--- config.mk ---
export PLATFORM = sky130hd
export DESIGN_NAME = alu_exec_stage
export DESIGN_NICKNAME = d
export VERILOG_FILES = /design/src/rtl/alu_pkg.sv /design/src/rtl/serial_shifter.sv /design/src/rtl/alu_exec_stage.sv
export SDC_FILE = /design/constraint.sdc
export NUM_CORES = 1
export LEC_CHECK = 0
export CAP_MARGIN = 5
export CORE_MARGIN = 4
export CORE_UTILIZATION = 63
export CTS_CLUSTER_DIAMETER = 50
export DETAILED_ROUTE_END_ITERATION = 16
export GPL_ROUTABILITY_DRIVEN = 0
export PLACE_DENSITY = 0.88
export REMOVE_ABC_BUFFERS = 1
export SLEW_MARGIN = 30
export SYNTH_ARGS = -nofsm -noshare
export SYNTH_HDL_FRONTEND = slang
export SYNTH_HIERARCHICAL = 1
export SYNTH_SLANG_ARGS = --single-unit
--- constraint.sdc ---
create_clock -name clk -period 5.2 [get_ports clk]
set_clock_uncertainty 0.05 [all_clocks]
set_input_delay 0.52 -clock clk [delete_from_list [all_inputs] [get_ports clk]]
set_output_delay 0.52 -clock clk [all_outputs]
set_load 0.01 [all_outputs]
--- src/rtl/alu_pkg.sv ---
// ============================================================================
// Module : alu_pkg
// Brief  : Control codes, FSM state and shift-kind types for the execute stage.
// Rev    : 1.0 - initial release
// ============================================================================
`default_nettype none

package alu_pkg;

  localparam logic [3:0] ALU_AND = 4'b0000;
  localparam logic [3:0] ALU_OR  = 4'b0001;
  localparam logic [3:0] ALU_ADD = 4'b0010;
  localparam logic [3:0] ALU_SLL = 4'b0011;
  localparam logic [3:0] ALU_SRL = 4'b0100;
  localparam logic [3:0] ALU_SRA = 4'b0101;
  localparam logic [3:0] ALU_SUB = 4'b0110;
  localparam logic [3:0] ALU_SLT = 4'b0111;

  typedef enum logic [0:0] {
    IDLE = 1'b0,
    BUSY = 1'b1
  } state_t;

  typedef enum logic [1:0] {
    SH_SLL = 2'd0,
    SH_SRL = 2'd1,
    SH_SRA = 2'd2
  } shift_kind_t;

  function automatic shift_kind_t shift_kind(input logic [3:0] code);
    case (code)
      ALU_SRL: return SH_SRL;
      ALU_SRA: return SH_SRA;
      default: return SH_SLL;
    endcase
  endfunction

endpackage

`default_nettype wire

--- src/rtl/serial_shifter.sv ---
// ============================================================================
// Module : serial_shifter
// Brief  : Iterative 1-bit/cycle shifter; done flags a zero remaining count.
// Rev    : 1.0 - initial release
// ============================================================================
`default_nettype none

module serial_shifter
  import alu_pkg::*;
#(
  parameter  int XLEN = 32,
  localparam int SHW  = $clog2(XLEN)
) (
  input  logic            clk,
  input  logic            rst_n,
  input  logic            load,
  input  shift_kind_t     kind,
  input  logic [XLEN-1:0] din,
  input  logic [SHW-1:0]  amt,
  input  logic            hold,
  output logic            done,
  output logic [XLEN-1:0] acc
);

  logic [XLEN-1:0] r_acc;
  logic [SHW-1:0]  r_cnt;
  shift_kind_t     r_kind;

  always_ff @(posedge clk or negedge rst_n) begin
    if (!rst_n) begin
      r_acc  <= '0;
      r_cnt  <= '0;
      r_kind <= SH_SLL;
    end else if (load) begin
      r_acc  <= din;
      r_cnt  <= amt;
      r_kind <= kind;
    end else if (!hold && (r_cnt != '0)) begin
      case (r_kind)
        SH_SRL:  r_acc <= {1'b0, r_acc[XLEN-1:1]};
        SH_SRA:  r_acc <= {r_acc[XLEN-1], r_acc[XLEN-1:1]};
        default: r_acc <= {r_acc[XLEN-2:0], 1'b0};
      endcase
      r_cnt <= r_cnt - SHW'(1);
    end
  end

  assign done = (r_cnt == '0);
  assign acc  = r_acc;

endmodule

`default_nettype wire

--- src/rtl/alu_exec_stage.sv ---
// ============================================================================
// Module : alu_exec_stage
// Brief  : Registered ALU execute stage with serial shifter and valid/ready.
//          Optional macro ALU_OVF_EN adds the registered signed-overflow port.
// Rev    : 1.0 - initial release
// ============================================================================
`default_nettype none

module alu_exec_stage
  import alu_pkg::*;
#(
  parameter  int XLEN = 32,
  localparam int SHW  = $clog2(XLEN)
) (
  input  logic            clk,
  input  logic            rst_n,
  input  logic            in_valid,
  output logic            in_ready,
  input  logic [3:0]      ctrl,
  input  logic [XLEN-1:0] op_a,
  input  logic [XLEN-1:0] op_b,
  input  logic [4:0]      rd_in,
  output logic            out_valid,
  input  logic            out_ready,
  output logic [XLEN-1:0] result,
  output logic            zero,
  output logic [4:0]      rd_out,
  output logic            illegal
`ifdef ALU_OVF_EN
  ,
  output logic            ovf
`endif
);

  state_t          r_state;
  state_t          w_next_state;
  logic            r_out_valid;
  logic [XLEN-1:0] r_result;
  logic            r_zero;
  logic [4:0]      r_rd;
  logic            r_illegal;
  logic [4:0]      r_rd_busy;

  logic            w_slot_free;
  logic            w_accept;
  logic            w_is_shift;
  logic            w_start_shift;
  logic            w_single_wr;
  logic            w_shift_wr;
  logic            w_hold;
  logic            w_done;
  logic            w_lt;
  logic            w_single_ill;
  logic [SHW-1:0]  w_shamt;
  logic [XLEN-1:0] w_sum;
  logic [XLEN-1:0] w_diff;
  logic [XLEN-1:0] w_single_res;
  logic [XLEN-1:0] w_acc;

  assign w_slot_free   = !r_out_valid || out_ready;
  assign w_accept      = in_valid && in_ready;
  assign w_shamt       = op_b[SHW-1:0];
  assign w_start_shift = w_accept && w_is_shift && (w_shamt != '0);
  assign w_single_wr   = w_accept && !w_start_shift;
  assign w_shift_wr    = (r_state == BUSY) && w_done && w_slot_free;

  assign w_sum  = op_a + op_b;
  assign w_diff = op_a - op_b;
  assign w_lt   = $signed(op_a) < $signed(op_b);

  // Unknown codes fall to default, so X/Z also retire as illegal.
  always_comb begin
    w_single_res = '0;
    w_single_ill = 1'b0;
    w_is_shift   = 1'b0;
    case (ctrl)
      ALU_AND: w_single_res = op_a & op_b;
      ALU_OR:  w_single_res = op_a | op_b;
      ALU_ADD: w_single_res = w_sum;
      ALU_SUB: w_single_res = w_diff;
      ALU_SLT: w_single_res = {{(XLEN-1){1'b0}}, w_lt};
      ALU_SLL, ALU_SRL, ALU_SRA: begin
        w_is_shift   = 1'b1;
        w_single_res = op_a;
      end
      default: w_single_ill = 1'b1;
    endcase
  end

`ifdef ALU_OVF_EN
  logic w_ovf;
  logic r_ovf;

  always_comb begin
    w_ovf = 1'b0;
    case (ctrl)
      ALU_ADD: w_ovf = (op_a[XLEN-1] == op_b[XLEN-1]) && (w_sum[XLEN-1] != op_a[XLEN-1]);
      ALU_SUB: w_ovf = (op_a[XLEN-1] != op_b[XLEN-1]) && (w_diff[XLEN-1] != op_a[XLEN-1]);
      default: w_ovf = 1'b0;
    endcase
  end
`endif

  serial_shifter #(
    .XLEN (XLEN)
  ) u_shifter (
    .clk   (clk),
    .rst_n (rst_n),
    .load  (w_start_shift),
    .kind  (shift_kind(ctrl)),
    .din   (op_a),
    .amt   (w_shamt),
    .hold  (w_hold),
    .done  (w_done),
    .acc   (w_acc)
  );

  always_ff @(posedge clk or negedge rst_n) begin
    if (!rst_n) begin
      r_state <= IDLE;
    end else begin
      r_state <= w_next_state;
    end
  end

  always_comb begin
    w_next_state = r_state;
    case (r_state)
      IDLE:    if (w_start_shift) w_next_state = BUSY;
      BUSY:    if (w_shift_wr)    w_next_state = IDLE;
      default: w_next_state = IDLE;
    endcase
  end

  always_comb begin
    in_ready = (r_state == IDLE) && w_slot_free;
    w_hold   = (r_state != BUSY);
  end

  always_ff @(posedge clk or negedge rst_n) begin
    if (!rst_n) begin
      r_rd_busy <= '0;
    end else if (w_start_shift) begin
      r_rd_busy <= rd_in;
    end
  end

  // A new write always wins over a consume, keeping out_valid high.
  always_ff @(posedge clk or negedge rst_n) begin
    if (!rst_n) begin
      r_out_valid <= 1'b0;
      r_result    <= '0;
      r_zero      <= 1'b0;
      r_rd        <= '0;
      r_illegal   <= 1'b0;
`ifdef ALU_OVF_EN
      r_ovf       <= 1'b0;
`endif
    end else if (w_single_wr) begin
      r_out_valid <= 1'b1;
      r_result    <= w_single_res;
      r_zero      <= (w_single_res == '0);
      r_rd        <= rd_in;
      r_illegal   <= w_single_ill;
`ifdef ALU_OVF_EN
      r_ovf       <= w_ovf;
`endif
    end else if (w_shift_wr) begin
      r_out_valid <= 1'b1;
      r_result    <= w_acc;
      r_zero      <= (w_acc == '0);
      r_rd        <= r_rd_busy;
      r_illegal   <= 1'b0;
`ifdef ALU_OVF_EN
      r_ovf       <= 1'b0;
`endif
    end else if (out_ready) begin
      r_out_valid <= 1'b0;
    end
  end

  assign out_valid = r_out_valid;
  assign result    = r_result;
  assign zero      = r_zero;
  assign rd_out    = r_rd;
  assign illegal   = r_illegal;
`ifdef ALU_OVF_EN
  assign ovf       = r_ovf;
`endif

endmodule

`default_nettype wire

==> metrics.txt <==
Num CTS Buffers 9; max-slew violations 0; clk sinks 85; worst-margin pin slew around 1.1 ns; synthesis-to-layout area growth 18.8%; Hold Path Class flip-flop to flip-flop; Hold Vio Cnt, Final 0; number of enable flip-flop cells after synthesis 0; Critical Path RT ~5.4 ns; startpoint types primary input; RSZ-0062 raised after global routing false; HPWL Detailed approximately 27,000 microns; post-synth cell types between 80 and 90; reg2reg end zero; Worst path slowest cell clkdlybuf4s50_1; final period utilization between 90% and 100%; Setup CP Type primary input to flip-flop; gr usage total approximately two fifths; reg2reg path depth 11; CP Max Fanout 5; Clock Path Buffers 2; PortBufs about 120; Critical Path AT between 5 and 6 ns; critical path, cell by cell clkdlybuf4s50_1 > inv_1 > ha_1 > fa_1 > o21ba_1 > or4_1 > a21o_1 > and3_1 > nor4_2 > o211ai_1 > nor3_2 > nand4_1 > or4_1 > or4_1 > o41ai_2; largest net degree at the start of global routing 85; CP top delay family simple AND/OR/NAND/NOR gates; Routed Antenna Nets 0; setup TNS 0 ns; power per cell area ~390 nW/um^2; starting density of the core between 60% and 70%; highest clock rate around 190 MHz; clock root buffer clkbuf_16; sequential cell area fraction in the yosys report 21.0%; first-pass GRT wire length around 59,000 microns; hold depth 2; static leakage between 5 and 6 nW; TritonCTS clock tree yes; Rel. slew slack about 30%; min-delay src rd_out[2]; initial antenna violation count 0; synth warn 6; die area 18,200 sq um; Routed WL per cell roughly 23 microns; Crit path top cell by count or4_1; worst vdd ir between 0.0004 and 0.0005 V; status finished clean; Synth area leaders dfrtp_1 21%, ha_1 14%, a22oi_1 4.6%; DIE HEIGHT 135 microns; Min Clock Period, post-route roughly 5 ns; CTS H-tree depth 3; Final WS setup 0.0527 ns; ys flop type dfrtp_1; Vias 12,100; number of iterations in the first detailed-routing pass 10; post-place setup slack -0.272 ns; Async SR Flop Fraction 100%; top-area cell type share of the netlist area a little over a fifth; ant diodes 0; FF+latch count, synth 85; core area 15,800 sq um; leading area contributor after synthesis dfrtp_1; Iter 0 DRT Violations between 2,000 and 2,500; DRC Markers 0; max-cap violations 0; # Post-CTS Setup Buffers 0; Critical R2R Launch r_state; CTS clk-pin slew, worst paths ~0.07 ns; num rows 46; Worst Hold End rd_out[2]; number of global-route vias before repair around 11,000; R2R setup slack 1.88 ns; Die Wd roughly 130 microns; CP endpoint kind flip-flop; Netlist Area Pre-Place between 10,000 and 15,000 sq um; Mapped Cells roughly 1,300; Final nets 1,608; syn_area_per_cell 7.68 sq um; proportion of layout cells with a drive suffix above 1 between 8 and 9%; total grt overflow 0; Via density 7.38; WP buf/inv 2; Skew-Pair Late Insertion Delay between 0.3 and 0.4 ns; CP peak stage delay approximately 0.58 ns; I/O pin cnt ~120; Final setup viols 0; drt total wl between 30,000 and 40,000 microns
[sequential cells by signal (all words and copies together), names as in the netlist, 2 cells and up]
signal            count
u_shifter/r_cnt       5
r_rd_busy             5
u_shifter/acc        32
result               32
rd_out                5
u_shifter/r_kind      2
[cells in the final DEF, fill, tap and decap left out, types with 37 or more instances in the layout]
master	instances
o21ai_0	70
a211oi_1	37
clkdlybuf4s50_1	116
a22oi_1	62
ha_1	110
nand2_1	116
buf_4	62
a31oi_1	50
a21oi_1	84
dfrtp_1	85
nor2_1	89
o211ai_1	47
inv_1	112
[per-stage QoR]
stage               power, W  std cells  utilization, %  instance area, sq um  hold WS (ns)
finish               0.00463       1639            76.0                 12000         0.426
floorplan            0.00272       1226               -                  9700         0.174
detailed placement   0.00380       1622            73.8                 11700         0.254
global route         0.00484       1639            76.0                 12000         0.459
global placement     0.00370       1622            73.8                 11700         0.250
CTS                  0.00449       1639            75.8                 12000         0.435
[kinds of logic after synthesis]
logic type | count (synthesis) | share of synthesized area, %
XOR/XNOR | 10 | 0.865
buffers and inverters | 210 | 8.55
flip-flops | 85 | 21.0
AND/OR/NAND/NOR | 363 | 17.4
AO/OA/AOI/OAI | 520 | 36.2
multiplexers | 18 | 1.87
adder cells (fa/ha/maj) | 113 | 14.1
[metal layers]
layer	GRT usage (%)	wire, microns	part of all wire, %
met3	8.76	5360	14
met2	61.2	15900	42
met4	21.5	2570	6.8
met5	0	0	0
met1	52.9	13800	37
[Yosys cell counts (11+ instances only)]
master	number
a211o_1	11
nand3_1	23
a211oi_1	37
inv_1	113
a31oi_1	50
o31ai_1	18
a221o_1	18
a21o_1	11
mux2i_1	11
nand4_1	11
a22oi_1	62
dfrtp_1	85
nor4_1	19
o21ai_0	70
nand2_1	116
nor2_1	92
ha_1	111
o211ai_1	47
a21oi_1	85
a221oi_1	19
nor3_1	27
buf_2	13
clkbuf_1	68
nor2b_1	11
[worst reg2reg max path, delay by kind of cell, from the launching register on]
kind / cells / cell delay, ns
buf+inv: 2 / 0.49
compound gates: 2 / 0.49
simple gates: 7 / 1.79
flops: 1 / 0.41
[report_power, final]
group	total, W	internal, W	switching (W)
logic	0.00259	0.00105	0.00155
registers	0.00137	0.000996	0.000375
clock network	0.000667	0.000389	0.000278
total	0.00463	0.00243	0.00220
[cell type report]
cell class / instances / area (sq um)
clock buffers: 12 / 246
clock inverters: 4 / 56.3
fillers: 1169 / 3800
inverters: 117 / 444
multi-input cells: 1024 / 7210
flip-flops and latches: 85 / 2130
well taps: 216 / 270
repair buffers: 181 / 1670
[worst max-delay path by stage]
| stage | startpoint | to | slack [ns] | cells past startpoint |
|---|---|---|---|---|
| after global routing | op_a[0] | zero | 0.03 | 15 |
| after CTS | op_a[0] | zero | 0.06 | 15 |
| after global placement | op_a[0] | zero | -0.23 | 15 |
| final | op_a[0] | zero | 0.05 | 15 |
| after floorplan | ctrl[1] | u_shifter/acc[31] | -2.01 | 7 |
| after detailed placement | op_a[0] | zero | -0.27 | 15 |
[repair_timing]
item | 4_1_cts | 5_1_grt
resized for setup | 0 | 2
hold buffers | 1 | 0
hold endpoints to repair | 1 | 0
setup endpoints to repair | 0 | 1
Power figures use the tool's default switching activity.
==> RTL edit (config.mk and constraints unchanged) <==
`XLEN` is set to 32 in 2 places; all go to 16.
--- a/src/rtl/serial_shifter.sv
+++ b/src/rtl/serial_shifter.sv
@@ -8,7 +8,7 @@
 module serial_shifter
   import alu_pkg::*;
 #(
-  parameter  int XLEN = 32,
+  parameter  int XLEN = 16,
   localparam int SHW  = $clog2(XLEN)
 ) (
   input  logic            clk,
--- a/src/rtl/alu_exec_stage.sv
+++ b/src/rtl/alu_exec_stage.sv
@@ -9,7 +9,7 @@
 module alu_exec_stage
   import alu_pkg::*;
 #(
-  parameter  int XLEN = 32,
+  parameter  int XLEN = 16,
   localparam int SHW  = $clog2(XLEN)
 ) (
   input  logic            clk,
Ports: changed (resized op_a, op_b and result); port bits go from 118 to 70. The function was not compared with the original's and may differ.
==> RTL edit against the original RTL <==
- count of clock-buffer cells in the layout down 7
- first-iteration DRC count down 75%
- final area down 49%
- global-route usage down 7.5 points
- critical endpoint unchanged
- non-clock buffer count down 101
- total power down 48%
- worst setup slack better by 1.3 ns
- via count down 54%
- sequential share of layout area up 3.6 points
- sequential cell count down 33
- wire length down 57%
- synthesized area down 47%
- sequential power down 42%
==> RTL edit: results <==
metrics = {
    "detailed_routing": {
        "viasPerCell": 7.04,
        "drtIter0Drc": 602,
        "wirelength_um": 16300,
        "drtPass1Iterations": 6,
    },
    "logic_synthesis": {
        "synth_compound_area_frac": 0.333,
        "syn_area_per_cell_um2": 8.30,
        "seq_area_frac_synth": 0.245,
        "synth_common_cells": "58 x ha_1, 54 x inv_1, 53 x nand2_1, 52 x dfrtp_1, 46 x nor2_1",
        "synth.area.top_cells": "dfrtp_1 24%, ha_1 14%, a22oi_1 3.8%",
        "synth-xor-area-share": 0.00329,
        "yosysUniqueCellTypes": 80,
        "muxShareOfSynthArea": 0.0242,
        "ys_warn_count": 6,
        "synth-adder-area-share": 0.144,
        "async_flop_share": 1.00,
    },
    "cells_and_area": {
        "diodes": 0,
        "layout-drive-gt1-share": 0.0801,
        "final_cells": 792,
    },
    "cts": {
        "root_buffer": "clkbuf_8",
        "cts_setup_buffers": 0,
        "cts_inserted_buffers": 5,
        "htree_levels": 2,
        "cts_resized": 0,
        "clk_pin_slew_worst_paths_ns": 0.09,
        "clkLatencyLatePin_ns": 0.32,
        "clock_path_buffers": 2,
    },
    "power_and_ir_drop": {
        "leakage_nw": 2.61,
        "ir_worst_vdd_uv": 223,
    },
    "global_routing": {
        "gr-usage-all-layers": 0.325,
        "antenna_found_initial": 0,
        "first_global_vias": 5342,
        "grt_pass1_wl_um": 26300,
        "grt_max_degree": 53,
    },
    "placed_design": {
        "dp.cells": 784,
        "post-dp-hpwl_um": 12100,
        "dp_slack_ns": 1.17,
        "portBuffers": 69,
        "placed_area_um2": 6000,
    },
    "timing": {
        "slew_headroom": 0.362,
        "fin_crit_ns": 3.82,
    },
    "setup_path": {
        "reg2reg_from": "u_shifter/r_cnt[0]",
        "rrSetupSlack_ns": 2.26,
        "endpoint_kind": "flop",
        "reg2reg_depth": 8,
        "critPathCapture": "zero",
        "crit_arrival_ns": 3.96,
        "reg2reg_to": "result[13]",
        "startpoint": "op_a[4]",
        "critPathMaxFanout": 12,
    },
    "min_path": {
        "hp-class": "input port to asynchronous set/reset pin",
    },
    "outcome": {
        "status": "finished clean",
    },
}
==> RTL edit: kinds of logic after synthesis <==
logic type      after synthesis
compound gates              240
xor+xnor                      2
fa+ha+maj                    60
buf+inv                      98
flops                        52
mux                          12
simple gates                177
==> RTL edit: how the worst min path moves through the flow <==
stage / end / cells past startpoint
2_1_floorplan: illegal / 0
3_3_place_gp: rd_out[3] / 2
3_5_place_dp: rd_out[1] / 2
4_1_cts: u_shifter/acc[5] / 2
5_1_grt: r_rd_busy[3] / 2
6_report: r_rd_busy[3] / 2
==> RTL edit: power breakdown <==
part	total (mW)	switching (mW)	internal [mW]
registers	0.792	0.191	0.601
clock network	0.281	0.139	0.143
logic	1.34	0.764	0.577
total	2.41	1.09	1.32
==> RTL edit: per-stage QoR <==
stage	power, mW	util	hold WS [ns]
finish	2.41	0.744	0.245
global route	2.56	0.744	0.300
CTS	2.37	0.744	0.277
detailed placement	2.09	0.731	0.419
global placement	2.04	0.731	0.406
floorplan	1.54	-	0.174
==> RTL edit: final cells by class <==
type	instances	area (um^2)
tap	105	131
clock inverter	3	42.5
inverter	56	210
timing repair buffer	80	768
sequential	52	1300
clock buffer	5	68.8
multi-input combinational	491	3590
fill	627	2100
==> RTL edit: per-layer routing <==
layer	GRT usage	vias up	part of all wire
met1	0.430	2552	0.38
met4	0.132	0	0.038
met3	0.0653	76	0.13
met5	0	-	0
li1	-	2505	-
met2	0.520	443	0.46
==> RTL edit: worst max-delay path, stage by stage <==
cell and delay [ns]:
clkdlybuf4s50_1 0.65, inv_1 0.08, ha_1 0.55, a21o_2 0.19, a21oi_1 0.09, a211o_1 0.37, and2_1 0.22, nand2b_1 0.21
a2111oi_0 0.46, a211oi_1 0.09, a31oi_1 0.38, o41ai_2 0.14
